--- src/rtl/instr_fetch_if.sv ---
// Instruction fetch bus bundle: core-side request/flush, byte-wide ROM
// read handshake and the instruction valid/ready hand-off to the core.
interface instr_fetch_if #(
  parameter int unsigned AddrW = 8
) ();

  // Core request side
  logic [AddrW-1:0] fetch_addr;
  logic             fetch_req;
  logic             flush;
  logic             fetch_busy;

  // ROM read side
  logic [AddrW-1:0] rom_addr;
  logic             rom_rd;
  logic [7:0]       rom_data;
  logic             rom_ack;

  // Instruction hand-off to the core
  logic [7:0]       opcode1;
  logic [7:0]       opcode2;
  logic             instr_valid;
  logic             instr_ready;
  logic             fetch_err;

  // Fetch unit view
  modport master (
    input  fetch_addr,
    input  fetch_req,
    input  flush,
    input  rom_data,
    input  rom_ack,
    input  instr_ready,
    output fetch_busy,
    output rom_addr,
    output rom_rd,
    output opcode1,
    output opcode2,
    output instr_valid,
    output fetch_err
  );

  // Core + ROM environment view
  modport slave (
    output fetch_addr,
    output fetch_req,
    output flush,
    output rom_data,
    output rom_ack,
    output instr_ready,
    input  fetch_busy,
    input  rom_addr,
    input  rom_rd,
    input  opcode1,
    input  opcode2,
    input  instr_valid,
    input  fetch_err
  );

endinterface

--- src/rtl/instr_fetch.sv ---
// Instruction fetch stage: reads a 2-byte instruction (even address A, then
// A+1) from a byte-wide ROM over rom_rd/rom_ack, holds it and offers it to the
// core with instr_valid/instr_ready. Per-byte ack timeout substitutes NOPs.
module instr_fetch #(
  parameter int unsigned AddrW   = 8,
  parameter int unsigned Timeout = 15,
  parameter logic [7:0]  NopOp   = 8'h00
) (
  input  logic          clk_i,
  input  logic          reset_ni,
  instr_fetch_if.master bus_io
);

  // Counter must be able to hold Timeout-1; Timeout >= 1.
  localparam int unsigned CntW = (Timeout < 2) ? 1 : $clog2(Timeout);
  localparam logic [CntW-1:0] CntLast = CntW'(Timeout - 1);

  typedef enum logic [1:0] {
    StIdle,
    StReqHi,
    StReqLo,
    StValid
  } state_e;

  state_e           state_q, state_d;
  logic [CntW-1:0]  cnt_q, cnt_d;
  logic             rom_rd_q, rom_rd_d;
  logic [AddrW-1:0] rom_addr_q, rom_addr_d;
  logic [7:0]       op1_q, op1_d;
  logic [7:0]       op2_q, op2_d;
  logic             err_q, err_d;
  logic             start;

  // Next-state, ROM request and instruction register update
  always_comb begin
    state_d    = state_q;
    cnt_d      = cnt_q;
    rom_rd_d   = rom_rd_q;
    rom_addr_d = rom_addr_q;
    op1_d      = op1_q;
    op2_d      = op2_q;
    err_d      = err_q;
    start      = 1'b0;

    unique case (state_q)
      StIdle: begin
        if (bus_io.fetch_req) begin
          start = 1'b1;
        end
      end
      StReqHi: begin
        if (bus_io.rom_ack) begin
          op1_d      = bus_io.rom_data;
          state_d    = StReqLo;
          cnt_d      = '0;
          rom_addr_d = {rom_addr_q[AddrW-1:1], 1'b1};
        end else if (cnt_q == CntLast) begin
          op1_d    = NopOp;
          op2_d    = NopOp;
          err_d    = 1'b1;
          rom_rd_d = 1'b0;
          state_d  = StValid;
        end else begin
          cnt_d = cnt_q + CntW'(1);
        end
      end
      StReqLo: begin
        if (bus_io.rom_ack) begin
          op2_d    = bus_io.rom_data;
          rom_rd_d = 1'b0;
          state_d  = StValid;
        end else if (cnt_q == CntLast) begin
          op1_d    = NopOp;
          op2_d    = NopOp;
          err_d    = 1'b1;
          rom_rd_d = 1'b0;
          state_d  = StValid;
        end else begin
          cnt_d = cnt_q + CntW'(1);
        end
      end
      StValid: begin
        // A new request is only taken together with the core consuming.
        if (bus_io.instr_ready) begin
          if (bus_io.fetch_req) begin
            start = 1'b1;
          end else begin
            state_d = StIdle;
          end
        end
      end
      default: begin
        state_d = StIdle;
      end
    endcase

    // Flush discards whatever the state logic decided, including a same-cycle
    // ack; a concurrent request restarts regardless of instr_ready.
    if (bus_io.flush) begin
      state_d    = StIdle;
      cnt_d      = '0;
      rom_rd_d   = 1'b0;
      rom_addr_d = rom_addr_q;
      op1_d      = op1_q;
      op2_d      = op2_q;
      err_d      = err_q;
      start      = bus_io.fetch_req;
    end

    // Accepted request: even-align the address, odd requests are flagged.
    if (start) begin
      state_d    = StReqHi;
      cnt_d      = '0;
      rom_rd_d   = 1'b1;
      rom_addr_d = {bus_io.fetch_addr[AddrW-1:1], 1'b0};
      if (bus_io.fetch_addr[0]) begin
        err_d = 1'b1;
      end
    end
  end

  // State and output registers
  always_ff @(posedge clk_i or negedge reset_ni) begin
    if (!reset_ni) begin
      state_q    <= StIdle;
      cnt_q      <= '0;
      rom_rd_q   <= 1'b0;
      rom_addr_q <= '0;
      op1_q      <= 8'h00;
      op2_q      <= 8'h00;
      err_q      <= 1'b0;
    end else begin
      state_q    <= state_d;
      cnt_q      <= cnt_d;
      rom_rd_q   <= rom_rd_d;
      rom_addr_q <= rom_addr_d;
      op1_q      <= op1_d;
      op2_q      <= op2_d;
      err_q      <= err_d;
    end
  end

  // Status outputs decoded from the current state
  always_comb begin
    bus_io.fetch_busy  = (state_q == StReqHi) || (state_q == StReqLo);
    bus_io.instr_valid = (state_q == StValid);
    bus_io.rom_rd      = rom_rd_q;
    bus_io.rom_addr    = rom_addr_q;
    bus_io.opcode1     = op1_q;
    bus_io.opcode2     = op2_q;
    bus_io.fetch_err   = err_q;
  end

endmodule

--- src/flat_wrapper.sv ---
// flat-port wrapper written by rule: the top's interface ports become plain ports
module instr_fetch_flat 
#(
  parameter int unsigned AddrW   = 8,
  parameter int unsigned Timeout = 15,
  parameter logic [7:0]  NopOp   = 8'h00
)
  (clk_i, reset_ni, bus_io_fetch_addr, bus_io_fetch_req, bus_io_flush, bus_io_rom_data, bus_io_rom_ack, bus_io_instr_ready, bus_io_fetch_busy, bus_io_rom_addr, bus_io_rom_rd, bus_io_opcode1, bus_io_opcode2, bus_io_instr_valid, bus_io_fetch_err);
  instr_fetch_if #(.AddrW(AddrW)) bus_io_i ();
  input  logic clk_i;
  input  logic reset_ni;
  input wire logic [$bits(bus_io_i.fetch_addr)-1:0] bus_io_fetch_addr;
  input wire logic [$bits(bus_io_i.fetch_req)-1:0] bus_io_fetch_req;
  input wire logic [$bits(bus_io_i.flush)-1:0] bus_io_flush;
  input wire logic [$bits(bus_io_i.rom_data)-1:0] bus_io_rom_data;
  input wire logic [$bits(bus_io_i.rom_ack)-1:0] bus_io_rom_ack;
  input wire logic [$bits(bus_io_i.instr_ready)-1:0] bus_io_instr_ready;
  output wire logic [$bits(bus_io_i.fetch_busy)-1:0] bus_io_fetch_busy;
  output wire logic [$bits(bus_io_i.rom_addr)-1:0] bus_io_rom_addr;
  output wire logic [$bits(bus_io_i.rom_rd)-1:0] bus_io_rom_rd;
  output wire logic [$bits(bus_io_i.opcode1)-1:0] bus_io_opcode1;
  output wire logic [$bits(bus_io_i.opcode2)-1:0] bus_io_opcode2;
  output wire logic [$bits(bus_io_i.instr_valid)-1:0] bus_io_instr_valid;
  output wire logic [$bits(bus_io_i.fetch_err)-1:0] bus_io_fetch_err;
  assign bus_io_i.fetch_addr = bus_io_fetch_addr;
  assign bus_io_i.fetch_req = bus_io_fetch_req;
  assign bus_io_i.flush = bus_io_flush;
  assign bus_io_i.rom_data = bus_io_rom_data;
  assign bus_io_i.rom_ack = bus_io_rom_ack;
  assign bus_io_i.instr_ready = bus_io_instr_ready;
  assign bus_io_fetch_busy = bus_io_i.fetch_busy;
  assign bus_io_rom_addr = bus_io_i.rom_addr;
  assign bus_io_rom_rd = bus_io_i.rom_rd;
  assign bus_io_opcode1 = bus_io_i.opcode1;
  assign bus_io_opcode2 = bus_io_i.opcode2;
  assign bus_io_instr_valid = bus_io_i.instr_valid;
  assign bus_io_fetch_err = bus_io_i.fetch_err;
  instr_fetch #(.AddrW(AddrW), .Timeout(Timeout), .NopOp(NopOp)) u_core (.clk_i(clk_i), .reset_ni(reset_ni), .bus_io(bus_io_i));
endmodule
--- config.mk ---
export PLATFORM = sky130hd
export DESIGN_NAME = instr_fetch_flat
export DESIGN_NICKNAME = d
export VERILOG_FILES = /design/src/rtl/instr_fetch_if.sv /design/src/rtl/instr_fetch.sv /design/src/flat_wrapper.sv
export SDC_FILE = /design/constraint.sdc
export NUM_CORES = 1
export LEC_CHECK = 0
export ABC_AREA = 0
export BUFFER_PORTS_ARGS = -buffer_cell sky130_fd_sc_hd__buf_2
export CORE_ASPECT_RATIO = 0.9
export CORE_MARGIN = 2
export CORE_UTILIZATION = 40
export CTS_CLUSTER_SIZE = 10
export DETAILED_ROUTE_END_ITERATION = 10
export GPL_TIMING_DRIVEN = 0
export PLACE_DENSITY = 0.65
export SYNTH_ARGS = -nofsm -noshare
export SYNTH_HDL_FRONTEND = slang
export SYNTH_SLANG_ARGS = --single-unit
export TNS_END_PERCENT = 10
--- constraint.sdc ---
create_clock -name clk_i -period 4.51 [get_ports clk_i]
set_clock_uncertainty 0.15 [all_clocks]
set_input_delay 0.2255 -clock clk_i [delete_from_list [all_inputs] [get_ports clk_i]]
set_output_delay 0.2255 -clock clk_i [all_outputs]
set_load 0.005 [all_outputs]
==> flow_summary.yaml <==
sta:
  finalSetupViolations: 0
  slew_violations: 0
  final.min_clock_period_ns: 1.86
  clock.fmax_ghz: 0.537
  setup_ws_ns: 2.65
  post-route-period-util_pct: 41.3
  setup_tns_ns: 0
  rsz0062_at_grt: "false"
  hold_viol: 0
  worstMarginPinSlew_ns: 0.714
  max_slew_margin_pct: 52.4
drt:
  vias_per_cell: 5.35
  drcViolationCount: 0
  vias: 1267
  drt_iter0_drc: 73
  wl_per_cell_um: 15.3
  drt_wl_total_mm: 3.64
  first_pass_iters: 4
  ant_nets: 0
pwr:
  power_density_mw_per_mm2: 534
  vdd_drop_max_mv: 0.278
  total_power_w: 0.00106
  p_leak_nw: 1.01
synthesis:
  synth_seq_area_share_pct: 50.3
  netlist_area_mm2: 0.00159
  synth_nets: 162
  synth_cell_types: 36
  syn_area_per_cell_um2: 11.9
  syn_inst: 134
  async_flop_share_pct: 100
  yosys_warnings: 0
  ys_ff_latch: 32
  synth_flop_cell: "dfrtp_1"
  synth_enable_flop_cells: 0
layout:
  layout.nets: 219
  final_cell_mix: "52 x buf_2, 32 x dfrtp_1, 24 x a22o_1"
  regArea_um2: 801
  syn_to_final_growth_pct: 24.5
  fill_cells: 342
  antenna_cells: 0
  layout-drive-gt1-share_pct: 39.8
  multi_input_comb_area_um2: 724
  final_common_cell: "buf_2"
  final_util_pct: 52.8
clocking:
  cts_root_buf: "clkbuf_8"
  clk_pin_slew_ns: 0.06
  numCtsBuffers: 5
  cts_buffer_depth: 2
  clk_latency_ns: 0.28
  post_cts_buffers: 0
  cts.htree.levels: 2
  cts_tree: "yes"
  clock-sinks: 32
floorplan:
  row_count: 21
  fp.dieW_um: 70.5
  pin_count: 50
  die_h_um: 63.9
  dieArea_mm2: 0.00450
  start_util_pct: 42.4
  core_mm2: 0.00376
global_route:
  grt.total_usage_pct: 17.1
  gr-total-overflow: 0
  antenna_found_initial: 0
  grt_pass1_wl_mm: 5.96
  first_global_vias: 1263
  grt_max_degree: 33
min_path:
  holdCritPathClass: "in2reg"
worst_setup_path:
  crit_fanout: 10
  setup.worst_path.start_class: "flip-flop"
  critPathArrivalTime_ns: 1.87
  crit_required_ns: 4.52
  crit_type: "reg2reg"
  worstSetupEndpointType: "flip-flop"
placement:
  place_congestion: 0.856
  detailed_place_hpwl_mm: 2.71
  pre_cts_slack_ns: 2.64
  portBuffers: 49
outcome:
  outcome: "complete, no violations"
run:
  maxCapViolations: 0
==> layer usage <==
layer  GRT usage, %  vias to the layer above  wire length, um
li1               -                      605                -
met1           22.3                      613             1640
met2           26.8                       45             1750
met3           4.73                        4              208
met4           6.97                        0               40
met5              0                        -                0
==> area by class of cell <==
class	instances	share of cell area, %
buffer	6	2.08
clock inverter	1	0.252
sequential	32	40.4
clock buffer	6	3.66
inverter	7	1.32
multi-input combinational	89	36.5
tap	46	2.90
timing repair buffer	50	12.9
==> critical path, stage by stage, from the launching register on <==
cell and delay (ns):
dfrtp_1 0.42, ha_1 0.27, a21oi_1 0.20, nor2_2 0.06
o21ai_2 0.15, buf_6 0.18, mux2_4 0.31
==> state kept, by name, summed over array words and instances, names as in the netlist <==
signal                   flops
u_core.cnt_q                 4
u_core.bus_io.opcode2        8
u_core.state_q               2
u_core.bus_io.opcode1        8
u_core.bus_io.rom_rd         1
u_core.bus_io.rom_addr       8
u_core.bus_io.fetch_err      1
==> worst paths after layout <==
path                                           start                   endpoint  slack, ns  cells past startpoint
max in group asynchronous                   reset_ni    u_core.bus_io.fetch_err       3.36                      2
min reg2reg                u_core.bus_io.rom_addr[1]  u_core.bus_io.rom_addr[1]       0.34                      1
min                             bus_io_fetch_addr[1]  u_core.bus_io.rom_addr[1]       0.02                      2
min in group asynchronous                   reset_ni          u_core.state_q[1]       0.39                      2
max reg2reg                        u_core.state_q[1]  u_core.bus_io.rom_addr[2]       2.65                      6
max                                u_core.state_q[1]  u_core.bus_io.rom_addr[2]       2.65                      6
==> synthesized netlist by cell type (2+ instances only) <==
master,instances,share of area (%)
a211oi_1,2,0.94
a21oi_1,6,1.9
a22o_1,24,13
a31o_1,2,1.1
a31oi_1,2,0.79
and3_1,2,0.79
buf_2,3,0.94
buf_6,2,1.4
dfrtp_1,32,50
ha_1,6,4.7
inv_1,6,1.4
mux2_4,6,5.7
nand2_1,3,0.71
nand2b_1,4,1.6
nor2_1,6,1.4
nor2_2,2,0.79
nor3_1,2,0.63
nor3b_1,2,0.94
o21ai_1,3,0.94
o21ai_2,3,1.6
==> where the power goes <==
part | leakage (nW) | total, W | internal, W | switching, W
clock | 0.0410 | 0.000200 | 0.000105 | 0.0000956
combinational | 0.568 | 0.000409 | 0.000218 | 0.000191
sequential | 0.401 | 0.000450 | 0.000384 | 0.0000657
==> through the flow <==
stage / instance area (um^2) / std cells / hold slack, ns
after floorplan: 1590 / 134 / -0.220
after global placement: 1900 / 229 / 0.159
after detailed placement: 1900 / 229 / 0.174
after CTS: 1980 / 237 / 0.0186
after global routing: 1980 / 237 / 0.0142
final: 1980 / 237 / 0.0168
==> cell families (layout without fill, tap and decap cells) <==
logic type               Yosys count  in the layout  synth area share, %
multiplexers                       8              8                 6.99
adder cells (fa/ha/maj)            6              6                 4.71
AND/OR/NAND/NOR                   27             27                 9.90
AO/OA/AOI/OAI                     48             48                 23.9
flip-flops                        32             32                 50.3
buffers and inverters             13             70                 4.24
==> what timing repair did <==
action                                  4_1_cts  5_1_grt
hold buffers                                  1        0
endpoints found under the setup margin        0        0
resized for setup                             0        0
hold endpoints to repair                     32        0
No activity file was read; power rests on OpenSTA's default activity.
